$ cat config.mk
export PLATFORM = sky130hd
export DESIGN_NAME = bnn_seq_ctrl_flat
export DESIGN_NICKNAME = d
export VERILOG_FILES = /design/src/rtl/bnn_pkg.sv /design/src/rtl/bnn_seq_ctrl_if.sv /design/src/rtl/bnn_cmd_decode.sv /design/src/rtl/bnn_seq_ctrl.sv /design/src/flat_wrapper.sv
export SDC_FILE = /design/constraint.sdc
export NUM_CORES = 1
export LEC_CHECK = 0
export BUFFER_PORTS_ARGS = -buffer_cell sky130_fd_sc_hd__buf_2
export CAP_MARGIN = 30
export CORE_MARGIN = 4
export CORE_UTILIZATION = 40
export CTS_CLUSTER_SIZE = 30
export DETAILED_ROUTE_END_ITERATION = 16
export PLACE_DENSITY_LB_ADDON = 0.25
export SLEW_MARGIN = 15
export SYNTH_ARGS = -nofsm -noshare
export SYNTH_HDL_FRONTEND = slang
export SYNTH_SLANG_ARGS = --single-unit
$ cat constraint.sdc
create_clock -name clk -period 3.2 [get_ports clk]
set_clock_uncertainty 0.2 [all_clocks]
set_input_delay 0.48 -clock clk [delete_from_list [all_inputs] [get_ports clk]]
set_output_delay 0.48 -clock clk [all_outputs]
set_load 0.02 [all_outputs]
$ cat src/rtl/bnn_pkg.sv
// Shared constants, opcodes, FSM states and decoded-command bundle
// for the BNN command sequencer.
package bnn_pkg;

    localparam int NUM_NEURONS = 4;
    localparam int NUM_INPUTS  = 6;
    localparam int THR_W       = 3;
    localparam int IDX_W       = $clog2(NUM_NEURONS);

    typedef enum logic [1:0] {
        OP_NOP    = 2'b00,
        OP_LOAD_W = 2'b01,
        OP_LOAD_T = 2'b10,
        OP_INFER  = 2'b11
    } opcode_t;

    typedef enum logic [2:0] {
        IDLE,
        PAY_W,
        PAY_T,
        EVAL,
        HOLD
    } state_t;

    typedef struct packed {
        opcode_t               op;
        logic [IDX_W-1:0]      idx;
        logic                  nop_clr;
        logic                  w_legal;
        logic                  t_legal;
        logic [NUM_INPUTS-1:0] vec;
        logic [NUM_INPUTS-1:0] w_data;
        logic [NUM_INPUTS-1:0] t_data;
    } cmd_t;

endpackage

$ cat src/rtl/bnn_seq_ctrl_if.sv
// Byte command stream in, inference result stream out.
// Both directions use valid/ready handshakes.
interface bnn_seq_ctrl_if;
    import bnn_pkg::*;

    logic                   in_valid;
    logic                   in_ready;
    logic [7:0]             in_byte;
    logic                   out_valid;
    logic                   out_ready;
    logic [NUM_NEURONS-1:0] out_result;

    modport master (
        output in_valid, in_byte, out_ready,
        input  in_ready, out_valid, out_result
    );

    modport slave (
        input  in_valid, in_byte, out_ready,
        output in_ready, out_valid, out_result
    );

endinterface

$ cat src/rtl/bnn_cmd_decode.sv
// Combinational decode of one command byte, read either as a header
// or as a payload. The burst output exists only with BNN_BURST_EN.
module bnn_cmd_decode
    import bnn_pkg::*;
(
    input  logic [7:0] in_byte,
`ifdef BNN_BURST_EN
    output logic       burst,
`endif
    output cmd_t       cmd
);

    always_comb begin
        cmd         = '0;
        cmd.op      = opcode_t'(in_byte[7:6]);
        cmd.idx     = in_byte[IDX_W-1:0];
        cmd.nop_clr = (in_byte[7:6] == OP_NOP) && in_byte[0];
        cmd.w_legal = (in_byte[7:6] == 2'b00);
        cmd.t_legal = (in_byte[7:THR_W] == '0);
        cmd.vec     = in_byte[NUM_INPUTS-1:0];
        cmd.w_data  = in_byte[NUM_INPUTS-1:0];
        cmd.t_data  = {{(NUM_INPUTS-THR_W){1'b0}}, in_byte[THR_W-1:0]};
    end

`ifdef BNN_BURST_EN
    assign burst = in_byte[5];
`endif

endmodule

$ cat src/rtl/bnn_seq_ctrl.sv
// Byte-serial command sequencer for the 4x6 binary neural network core.
// Optional feature macro: BNN_BURST_EN (multi-payload LOAD bursts).
module bnn_seq_ctrl
    import bnn_pkg::*;
(
    input  logic                   clk,
    input  logic                   reset,
    bnn_seq_ctrl_if.slave          bus,
    output logic                   cfg_we,
    output logic                   cfg_sel,
    output logic [IDX_W-1:0]       cfg_idx,
    output logic [NUM_INPUTS-1:0]  cfg_data,
    output logic [NUM_INPUTS-1:0]  core_data,
    input  logic [NUM_NEURONS-1:0] core_result,
    output logic                   err
);

    state_t                 state;
    cmd_t                   cmd;
    logic [IDX_W-1:0]       idx_q;
    logic                   out_valid_q;
    logic [NUM_NEURONS-1:0] out_result_q;
    logic                   accept;
    logic                   pay_legal;
    logic                   pay_last;

`ifdef BNN_BURST_EN
    logic                   burst_hdr;
    logic                   burst_q;
    logic [IDX_W-1:0]       bcnt;

    assign pay_last = !burst_q || (bcnt == IDX_W'(NUM_NEURONS - 1));
`else
    assign pay_last = 1'b1;
`endif

    bnn_cmd_decode u_dec (
        .in_byte (bus.in_byte),
`ifdef BNN_BURST_EN
        .burst   (burst_hdr),
`endif
        .cmd     (cmd)
    );

    assign bus.in_ready   = (state == IDLE) || (state == PAY_W) ||
                            (state == PAY_T);
    assign bus.out_valid  = out_valid_q;
    assign bus.out_result = out_result_q;
    assign accept         = bus.in_valid && bus.in_ready;
    assign pay_legal      = (state == PAY_T) ? cmd.t_legal : cmd.w_legal;

    always_ff @(posedge clk or posedge reset) begin
        if (reset) begin
            state        <= IDLE;
            idx_q        <= '0;
            cfg_we       <= 1'b0;
            cfg_sel      <= 1'b0;
            cfg_idx      <= '0;
            cfg_data     <= '0;
            core_data    <= '0;
            out_valid_q  <= 1'b0;
            out_result_q <= '0;
            err          <= 1'b0;
`ifdef BNN_BURST_EN
            burst_q      <= 1'b0;
            bcnt         <= '0;
`endif
        end else begin
            cfg_we <= 1'b0;
            unique case (state)
                IDLE: begin
                    if (accept) begin
                        unique case (cmd.op)
                            OP_NOP: begin
                                if (cmd.nop_clr) err <= 1'b0;
                            end
                            OP_LOAD_W, OP_LOAD_T: begin
                                idx_q <= cmd.idx;
                                state <= (cmd.op == OP_LOAD_W) ? PAY_W : PAY_T;
`ifdef BNN_BURST_EN
                                burst_q <= burst_hdr;
                                bcnt    <= '0;
`endif
                            end
                            OP_INFER: begin
                                core_data <= cmd.vec;
                                state     <= EVAL;
                            end
                        endcase
                    end
                end
                PAY_W, PAY_T: begin
                    if (accept) begin
                        // illegal payloads still consume a burst slot
                        if (pay_legal) begin
                            cfg_we   <= 1'b1;
                            cfg_sel  <= (state == PAY_T);
                            cfg_idx  <= idx_q;
                            cfg_data <= (state == PAY_T) ? cmd.t_data
                                                         : cmd.w_data;
                        end else begin
                            err <= 1'b1;
                        end
`ifdef BNN_BURST_EN
                        idx_q <= idx_q + 1'b1;
                        bcnt  <= bcnt + 1'b1;
`endif
                        if (pay_last) state <= IDLE;
                    end
                end
                EVAL: begin
                    out_result_q <= core_result;
                    out_valid_q  <= 1'b1;
                    state        <= HOLD;
                end
                HOLD: begin
                    if (bus.out_ready) begin
                        out_valid_q <= 1'b0;
                        state       <= IDLE;
                    end
                end
                default: state <= IDLE;
            endcase
        end
    end

endmodule

$ cat src/flat_wrapper.sv
// flat-port wrapper written by rule: the top's interface ports become plain ports
module bnn_seq_ctrl_flat import bnn_pkg::*;
  (clk, reset, cfg_we, cfg_sel, cfg_idx, cfg_data, core_data, core_result, err, bus_in_valid, bus_in_byte, bus_out_ready, bus_in_ready, bus_out_valid, bus_out_result);
  bnn_seq_ctrl_if bus_i ();
  input  logic clk;
  input  logic reset;
  output logic cfg_we;
  output logic cfg_sel;
  output logic [IDX_W-1:0] cfg_idx;
  output logic [NUM_INPUTS-1:0] cfg_data;
  output logic [NUM_INPUTS-1:0] core_data;
  input  logic [NUM_NEURONS-1:0] core_result;
  output logic err;
  input wire logic [$bits(bus_i.in_valid)-1:0] bus_in_valid;
  input wire logic [$bits(bus_i.in_byte)-1:0] bus_in_byte;
  input wire logic [$bits(bus_i.out_ready)-1:0] bus_out_ready;
  output wire logic [$bits(bus_i.in_ready)-1:0] bus_in_ready;
  output wire logic [$bits(bus_i.out_valid)-1:0] bus_out_valid;
  output wire logic [$bits(bus_i.out_result)-1:0] bus_out_result;
  assign bus_i.in_valid = bus_in_valid;
  assign bus_i.in_byte = bus_in_byte;
  assign bus_i.out_ready = bus_out_ready;
  assign bus_in_ready = bus_i.in_ready;
  assign bus_out_valid = bus_i.out_valid;
  assign bus_out_result = bus_i.out_result;
  bnn_seq_ctrl u_core (.clk(clk), .reset(reset), .bus(bus_i), .cfg_we(cfg_we), .cfg_sel(cfg_sel), .cfg_idx(cfg_idx), .cfg_data(cfg_data), .core_data(core_data), .core_result(core_result), .err(err));
endmodule
==> results_dict.tcl, run 1 <==
set metrics [dict create \
    clkTransAtPathRegs_ns 0.14 \
    vdd_ir_drop_max_v 0.000374 \
    layout.cell_area.non_filler_um2 1480 \
    main_combinational_cell_family_by_area_after_synthesis "multiplexers" \
    final_net_count 156 \
    synth_simple_gate_area_share 0.109 \
    layout.cells.most_common_list "buf_2, dfrtp_1, mux2_2" \
    placement.io_buffers 38 \
    hpwlAfterDp_mm 2.00 \
    finalHoldViolCount 0 \
    max_slew_margin 0.677 \
    dpl_cell_area_um2 1450 \
    fp.dieW_um 63.0 \
    cts_buffers 3 \
    cts_tree "done" \
    post_drt_via_cell_ratio 5.17 \
    htree_levels 1 \
    dr.first_iter.drc_count 18 \
    synth.top_cell.area_share 0.559 \
    global_route_wire_length_before_repair_mm 4.31 \
    sum_of_routed_wire_length_over_all_layers_mm 2.56 \
    synth.net_count 114 \
    setup-violations-final 0 \
    clockBufferDepth 2 \
    fin_util 0.524 \
    synth.lib_cells_used.distinct 25 \
    syn_area_per_cell_um2 12.9 \
    synthAdderAreaFrac 0.0414 \
    antennaDiodeCount 0 \
    design.core.area_um2 2830 \
    synthesis.area_um2 1210 \
    via_count_of_the_routed_design 859 \
    timing.fmax_mhz 478 \
    post_synth_inst_count 94 \
    synth_warnings 0 \
    die_height_um 63.0 \
    clock_sink_count 27 \
    drive_above_1_share 0.481 \
    synth.largest_area_cell "dfrtp_1" \
    floorplan.die_area_um2 3970 \
    layout_stage_area_growth_over_the_synthesis_result_pct 22.6 \
    start_util 0.427 \
    mostFrequentLayoutCell "buf_2" \
    post_synthesis_share_of_cell_area_spent_on_xor_and_xnor_gates 0 \
    synth.top_cells.by_area "dfrtp_1, mux2_2, ha_1" \
    remaining_drc_errors 0 \
    maxCapViolations 0 \
    num_rows 19 \
    period_minus_slack_ns 2.09 \
    synth_compound_gate_area_share 0.0973 \
    clock_insertion_delay_worst_skew_ns 0.31 \
    totalNegativeSetupSlack_ns 0 \
    power-per-cell-area_nw_per_um2 810 \
    overflow 0 \
    critPathKind "flip-flop to flip-flop" \
    post_drt_wl_per_cell_um 15.4 \
    sequential_cell_area_fraction_in_the_yosys_report 0.559 \
    post_synth_mux_area_share 0.158 \
    groute.usage.overall 0.135 \
    cp_data_arrival_time_ns 2.10 \
    num_io_pins 39 \
    min_path_type "input port to flip-flop" \
    run_status "complete, no violations" \
    grt_pass1_vias 913 \
    share_of_the_clock_period_used_by_the_worst_path_after_layout 0.653 \
    startpoint_type "flip-flop" \
    worst-path-max-fanout 12 \
    slew_at_the_pin_closest_to_its_max_slew_limit_ns 0.481 \
    antenna_found_initial 0 \
    drt_pre_antenna_iters 4 \
    grt_setup_unrepaired "false" \
    cp_data_required_time_ns 3.21 \
    yosys_register_bits 27 \
    finalWeightedCongestion 0.746 \
    holdWs_ns 0.188 \
    leakagePower_nw 0.760 \
    cts.root.buffer_cell "clkbuf_4" \
    report.final.slew_viol_count 0 \
    antenna_violating_nets_post_route 0 \
    end_kind "flip-flop" \
    grt_max_degree 20 \
]
-- Yosys cell counts --
| cell | instances |
|---|---|
| ha_1 | 4 |
| o21ai_0 | 1 |
| nor4_1 | 2 |
| nand3_1 | 2 |
| o311a_1 | 1 |
| buf_2 | 1 |
| inv_1 | 6 |
| mux2_2 | 17 |
| nor3_1 | 3 |
| nor4_4 | 1 |
| a21oi_1 | 6 |
| a22o_1 | 2 |
| buf_4 | 2 |
| nor2b_1 | 1 |
| dfrtp_1 | 27 |
| o22a_2 | 1 |
| nor2_1 | 6 |
| a21o_1 | 1 |
| o21ba_2 | 1 |
| a41oi_1 | 1 |
| nand3b_1 | 3 |
| o21ai_2 | 1 |
| or4b_4 | 1 |
| a22o_2 | 1 |
| nand2_1 | 2 |
-- power breakdown --
part	internal (W)	leakage [nW]	switching, W
Combinational	0.000218	0.407	0.000281
Clock	0.0000487	0.0150	0.0000941
Sequential	0.000475	0.339	0.0000837
Total	0.000742	0.760	0.000459
-- through the flow --
stage,instances,total power [W],setup WS (ns)
final,166,0.00120,1.11
after global routing,166,0.00128,1.03
after CTS,166,0.00122,1.10
after detailed placement,161,0.00107,0.973
after global placement,160,0.00105,1.02
after floorplan,94,0.000894,1.25
-- worst max-delay path, cell delays in order, from the launching register on --
cell and delay [ns]:
dfrtp_1 0.55, or4b_4 0.53, nor4_4 0.20, o21ai_2 0.19, mux2_2 0.32
-- layout make-up --
cell class                      count  area [um2]
Clock buffer                        4        26.3
Fill cell                         260        1350
Inverter                            6        22.5
Multi-Input combinational cell     58         490
Sequential cell                    27         676
Tap cell                           31        38.8
Timing Repair Buffer               40         228
-- cells by family after synthesis --
logic type / Yosys count
buffers and inverters: 9
flip-flops: 27
adder cells (fa/ha/maj): 4
AO/OA/AOI/OAI: 16
AND/OR/NAND/NOR: 21
multiplexers: 17
-- per-layer routing --
| metal | vias up | part of all wire | track usage |
|---|---|---|---|
| li1 | 419 | - | - |
| met4 | 0 | 0.0074 | 0.0496 |
| met1 | 423 | 0.43 | 0.165 |
| met3 | 2 | 0.036 | 0.0216 |
| met2 | 15 | 0.52 | 0.237 |
| met5 | - | 0 | 0 |
-- final timing paths --
| kind | from | cells after the start | to | slack [ns] |
|---|---|---|---|---|
| max in group asynchronous | reset | 4 | u_core.cfg_data[5] | 1.88 |
| hold reg to reg | u_core.bus.out_result[1] | 1 | u_core.bus.out_result[1] | 0.32 |
| setup reg to reg | u_core.state[1] | 4 | u_core.cfg_data[1] | 1.11 |
| min in group asynchronous | reset | 3 | u_core.bus.out_result[1] | 0.48 |
| setup / recovery | u_core.state[1] | 4 | u_core.cfg_data[1] | 1.11 |
| hold / removal | core_result[3] | 2 | u_core.bus.out_result[3] | 0.19 |
-- flip-flops by register name (all words and copies together), names as in the netlist --
name                   flops
u_core.core_data           6
u_core.err                 1
u_core.idx_q               2
u_core.cfg_data            6
u_core.state               3
u_core.bus.out_result      4
u_core.cfg_we              1
u_core.bus.out_valid       1
u_core.cfg_sel             1
u_core.cfg_idx             2
-- timing repair --
action | 4_1_cts | 5_1_grt
gates resized for setup | 0 | 0
setup buffers | 0 | 0
hold buffers | 1 | 0
hold endpoints to repair | 8 | 0
(Power assumes the default switching activity.)
==> run 2, diff against run 1 <==
ABC_AREA = 1   (was default)
clock period = 1.8 ns   (was 3.2 ns; I/O delays follow)
==> run 2 against run 1 <==
Hold slack got worse by 0.15 ns. Setup slack got worse by 0.98 ns. Clock power increased by 83%. Largest cell class unchanged. Critical path depth decreased by 2. Highest routed layer unchanged.
==> results_dict.tcl, run 2 <==
set metrics [dict create \
    run_status "complete, no violations" \
    post_synth_inst_count 137 \
    hold_depth 3 \
    critPathKind "flip-flop to primary output" \
    global_route_wire_length_before_repair_mm 4.60 \
    critical_path.startpoint "u_core.state[1]" \
    dr.first_iter.drc_count 28 \
    cp_cell_sequence "a21oi_2, buf_2" \
    yosys_register_bits 27 \
    totalNegativeSetupSlack_ns 0 \
    worst-path-max-fanout 5 \
    vdd_ir_drop_max_v 0.000662 \
    sum_of_routed_wire_length_over_all_layers_mm 2.93 \
    cp_data_arrival_time_ns 1.20 \
    critical_path.reg2reg.endpoint "u_core.cfg_data[1]" \
    finalHoldViolCount 0 \
    slew_at_the_pin_closest_to_its_max_slew_limit_ns 0.338 \
    synth.largest_area_cell "dfrtp_1" \
    remaining_drc_errors 0 \
    start_util 0.417 \
    report.final.slew_viol_count 0 \
    cts_tree "done" \
    grt_pass1_vias 1022 \
    post_drt_via_cell_ratio 4.53 \
    startpoint_type "flip-flop" \
    hpwlAfterDp_mm 2.11 \
    timing.fmax_mhz 598 \
    floorplan.die_area_um2 4120 \
    n_fill_cell 277 \
    final_net_count 211 \
    clock_sink_count 27 \
    end_kind "primary output" \
    layout.cells.most_common_list "nand2_1, buf_2, dfrtp_1" \
    yosysMostFrequentCell "nand2_1" \
    clock_insertion_delay_worst_skew_ns 0.31 \
    sequential_cell_area_fraction_in_the_yosys_report 0.536 \
    max_slew_margin 0.775 \
    crit-reg2reg-launch "u_core.state[0]" \
    hold_start "bus_in_byte[0]" \
    htree_levels 1 \
    period_minus_slack_ns 1.67 \
    mostFrequentLayoutCell "nand2_1" \
    cp_data_required_time_ns 1.33 \
    synth.net_count 157 \
    clockBufferDepth 2 \
    worst-r2r-setup-slack_ns 0.13 \
    synthesis.area_um2 1260 \
    num_io_pins 39 \
    syn_area_per_cell_um2 9.21 \
    cp_slowest_cell "dfrtp_1" \
    synth_warnings 0 \
    synth.top_cells.by_area "dfrtp_1, nand2_1, ha_1" \
    synth.lib_cells_used.distinct 22 \
    overflow 0 \
    clkTransAtPathRegs_ns 0.15 \
    fraction_of_registers_with_async_set_or_reset_after_synthesis 1.00 \
    dpl_cell_area_um2 1500 \
    drive_above_1_share 0.332 \
    post_drt_wl_per_cell_um 12.5 \
    cts_buffers 3 \
    power-per-cell-area_nw_per_um2 1600 \
    leakagePower_nw 0.891 \
    share_of_the_clock_period_used_by_the_worst_path_after_layout 0.929 \
    layout.cell_area.non_filler_um2 1650 \
    design.core.area_um2 3030 \
    antenna_violating_nets_post_route 0 \
    critical_path.max_stage_delay_ns 0.46 \
    die_height_um 64.2 \
    cts.root.buffer_cell "clkbuf_4" \
    finalWeightedCongestion 0.742 \
    antennaDiodeCount 0 \
    num_rows 20 \
    ys.flop_type "dfrtp_1" \
    worst_case_reg_to_reg_path_depth 7 \
    min_path_type "input port to flip-flop" \
    post-cts-setup-buffers 0 \
    grt_setup_unrepaired "false" \
    synth_enable_flop_cells 0 \
    maxCapViolations 0 \
    setup-violations-final 0 \
    antenna_found_initial 0 \
    placement.io_buffers 38 \
    grt_max_degree 28 \
    groute.usage.overall 0.143 \
    synth.top_cell.area_share 0.536 \
    timing.hold.worst_endpoint "u_core.cfg_data[0]" \
    layout_stage_area_growth_over_the_synthesis_result_pct 31.2 \
    drt_pre_antenna_iters 4 \
    via_count_of_the_routed_design 1061 \
    ys_top_cells_by_count "nand2_1, dfrtp_1, inv_1" \
    fp.dieW_um 64.2 \
]
## run 2: changes by cell type after synthesis, sizes merged, moves of 2 or more
cell    previous run  this run
nor3               3         1
buf                3         1
nor4               3         0
a22o               3         0
nand3              2         5
nand3b             3         0
mux2              17         4
nand2              2        53
inv                6        15
o21ai              2        15
o21a               0         2
a21oi              6         1
nand4              0         2
## run 2: worst max path at each step
stage                                     to  slack [ns]  depth (start not counted)
after global routing         u_core.idx_q[0]       0.006                          5
after global placement     u_core.cfg_idx[0]        0.17                          7
after detailed placement  u_core.cfg_data[1]        0.11                          7
after floorplan           u_core.cfg_data[4]        0.15                          7
after CTS                 u_core.cfg_data[1]        0.05                          9
final                           bus_in_ready        0.13                          2
## run 2: area by class of cell
| cell class | instances | area [um2] | share of cell area |
|---|---|---|---|
| clock inverters | 1 | 5.00 | 0.00303 |
| inverters | 16 | 61.3 | 0.0371 |
| well taps | 44 | 55.1 | 0.0333 |
| flip-flops and latches | 27 | 676 | 0.408 |
| repair buffers | 49 | 298 | 0.180 |
| multi-input cells | 94 | 537 | 0.325 |
| clock buffers | 3 | 22.5 | 0.0136 |
## run 2: layer usage
| layer | global-route usage | part of all wire | wire [um] | vias to the layer above |
|---|---|---|---|---|
| li1 | - | - | - | 548 |
| met1 | 0.183 | 0.44 | 1280 | 485 |
| met2 | 0.245 | 0.51 | 1510 | 22 |
| met3 | 0.0299 | 0.036 | 105 | 6 |
| met4 | 0.0396 | 0.013 | 39 | 0 |
| met5 | 0 | 0 | 0 | - |
## run 2: power by group
group / switching (W) / total [W] / internal (W) / leakage, nW
clock network: 0.000179 / 0.000262 / 0.0000833 / 0.0177
registers: 0.000158 / 0.00104 / 0.000879 / 0.334
logic: 0.000891 / 0.00135 / 0.000459 / 0.539
total: 0.00123 / 0.00265 / 0.00142 / 0.891
## run 2: worst max-delay path, delay by kind of cell, from the launching register on
kind	cells	cell delay, ns
flip-flops	1	0.46
AO/OA/AOI/OAI	1	0.23
buffers and inverters	1	0.20
## run 2: kinds of logic after synthesis
logic type | Yosys count | synth area share
mux | 4 | 0.0357
compound gates | 19 | 0.0992
fa+ha+maj | 4 | 0.0397
flops | 27 | 0.536
buf+inv | 17 | 0.0575
simple gates | 66 | 0.232
## run 2: timing repair
| action | 4_1_cts | 5_1_grt |
|---|---|---|
| endpoints found under the setup margin | 0 | 6 |
| resized for setup | 0 | 2 |
| hold buffers | 10 | 0 |
| hold endpoints to repair | 39 | 0 |
## run 2: through the flow
step | utilization | hold slack [ns] | instances | setup slack [ns] | total power (W)
floorplan | - | 0.123 | 137 | 0.155 | 0.00195
global placement | 0.496 | 0.138 | 219 | 0.170 | 0.00231
detailed placement | 0.496 | 0.145 | 219 | 0.106 | 0.00235
CTS | 0.538 | 0.0434 | 233 | 0.0501 | 0.00263
global route | 0.546 | 0.0447 | 234 | 0.00594 | 0.00286
finish | 0.546 | 0.0349 | 234 | 0.128 | 0.00265
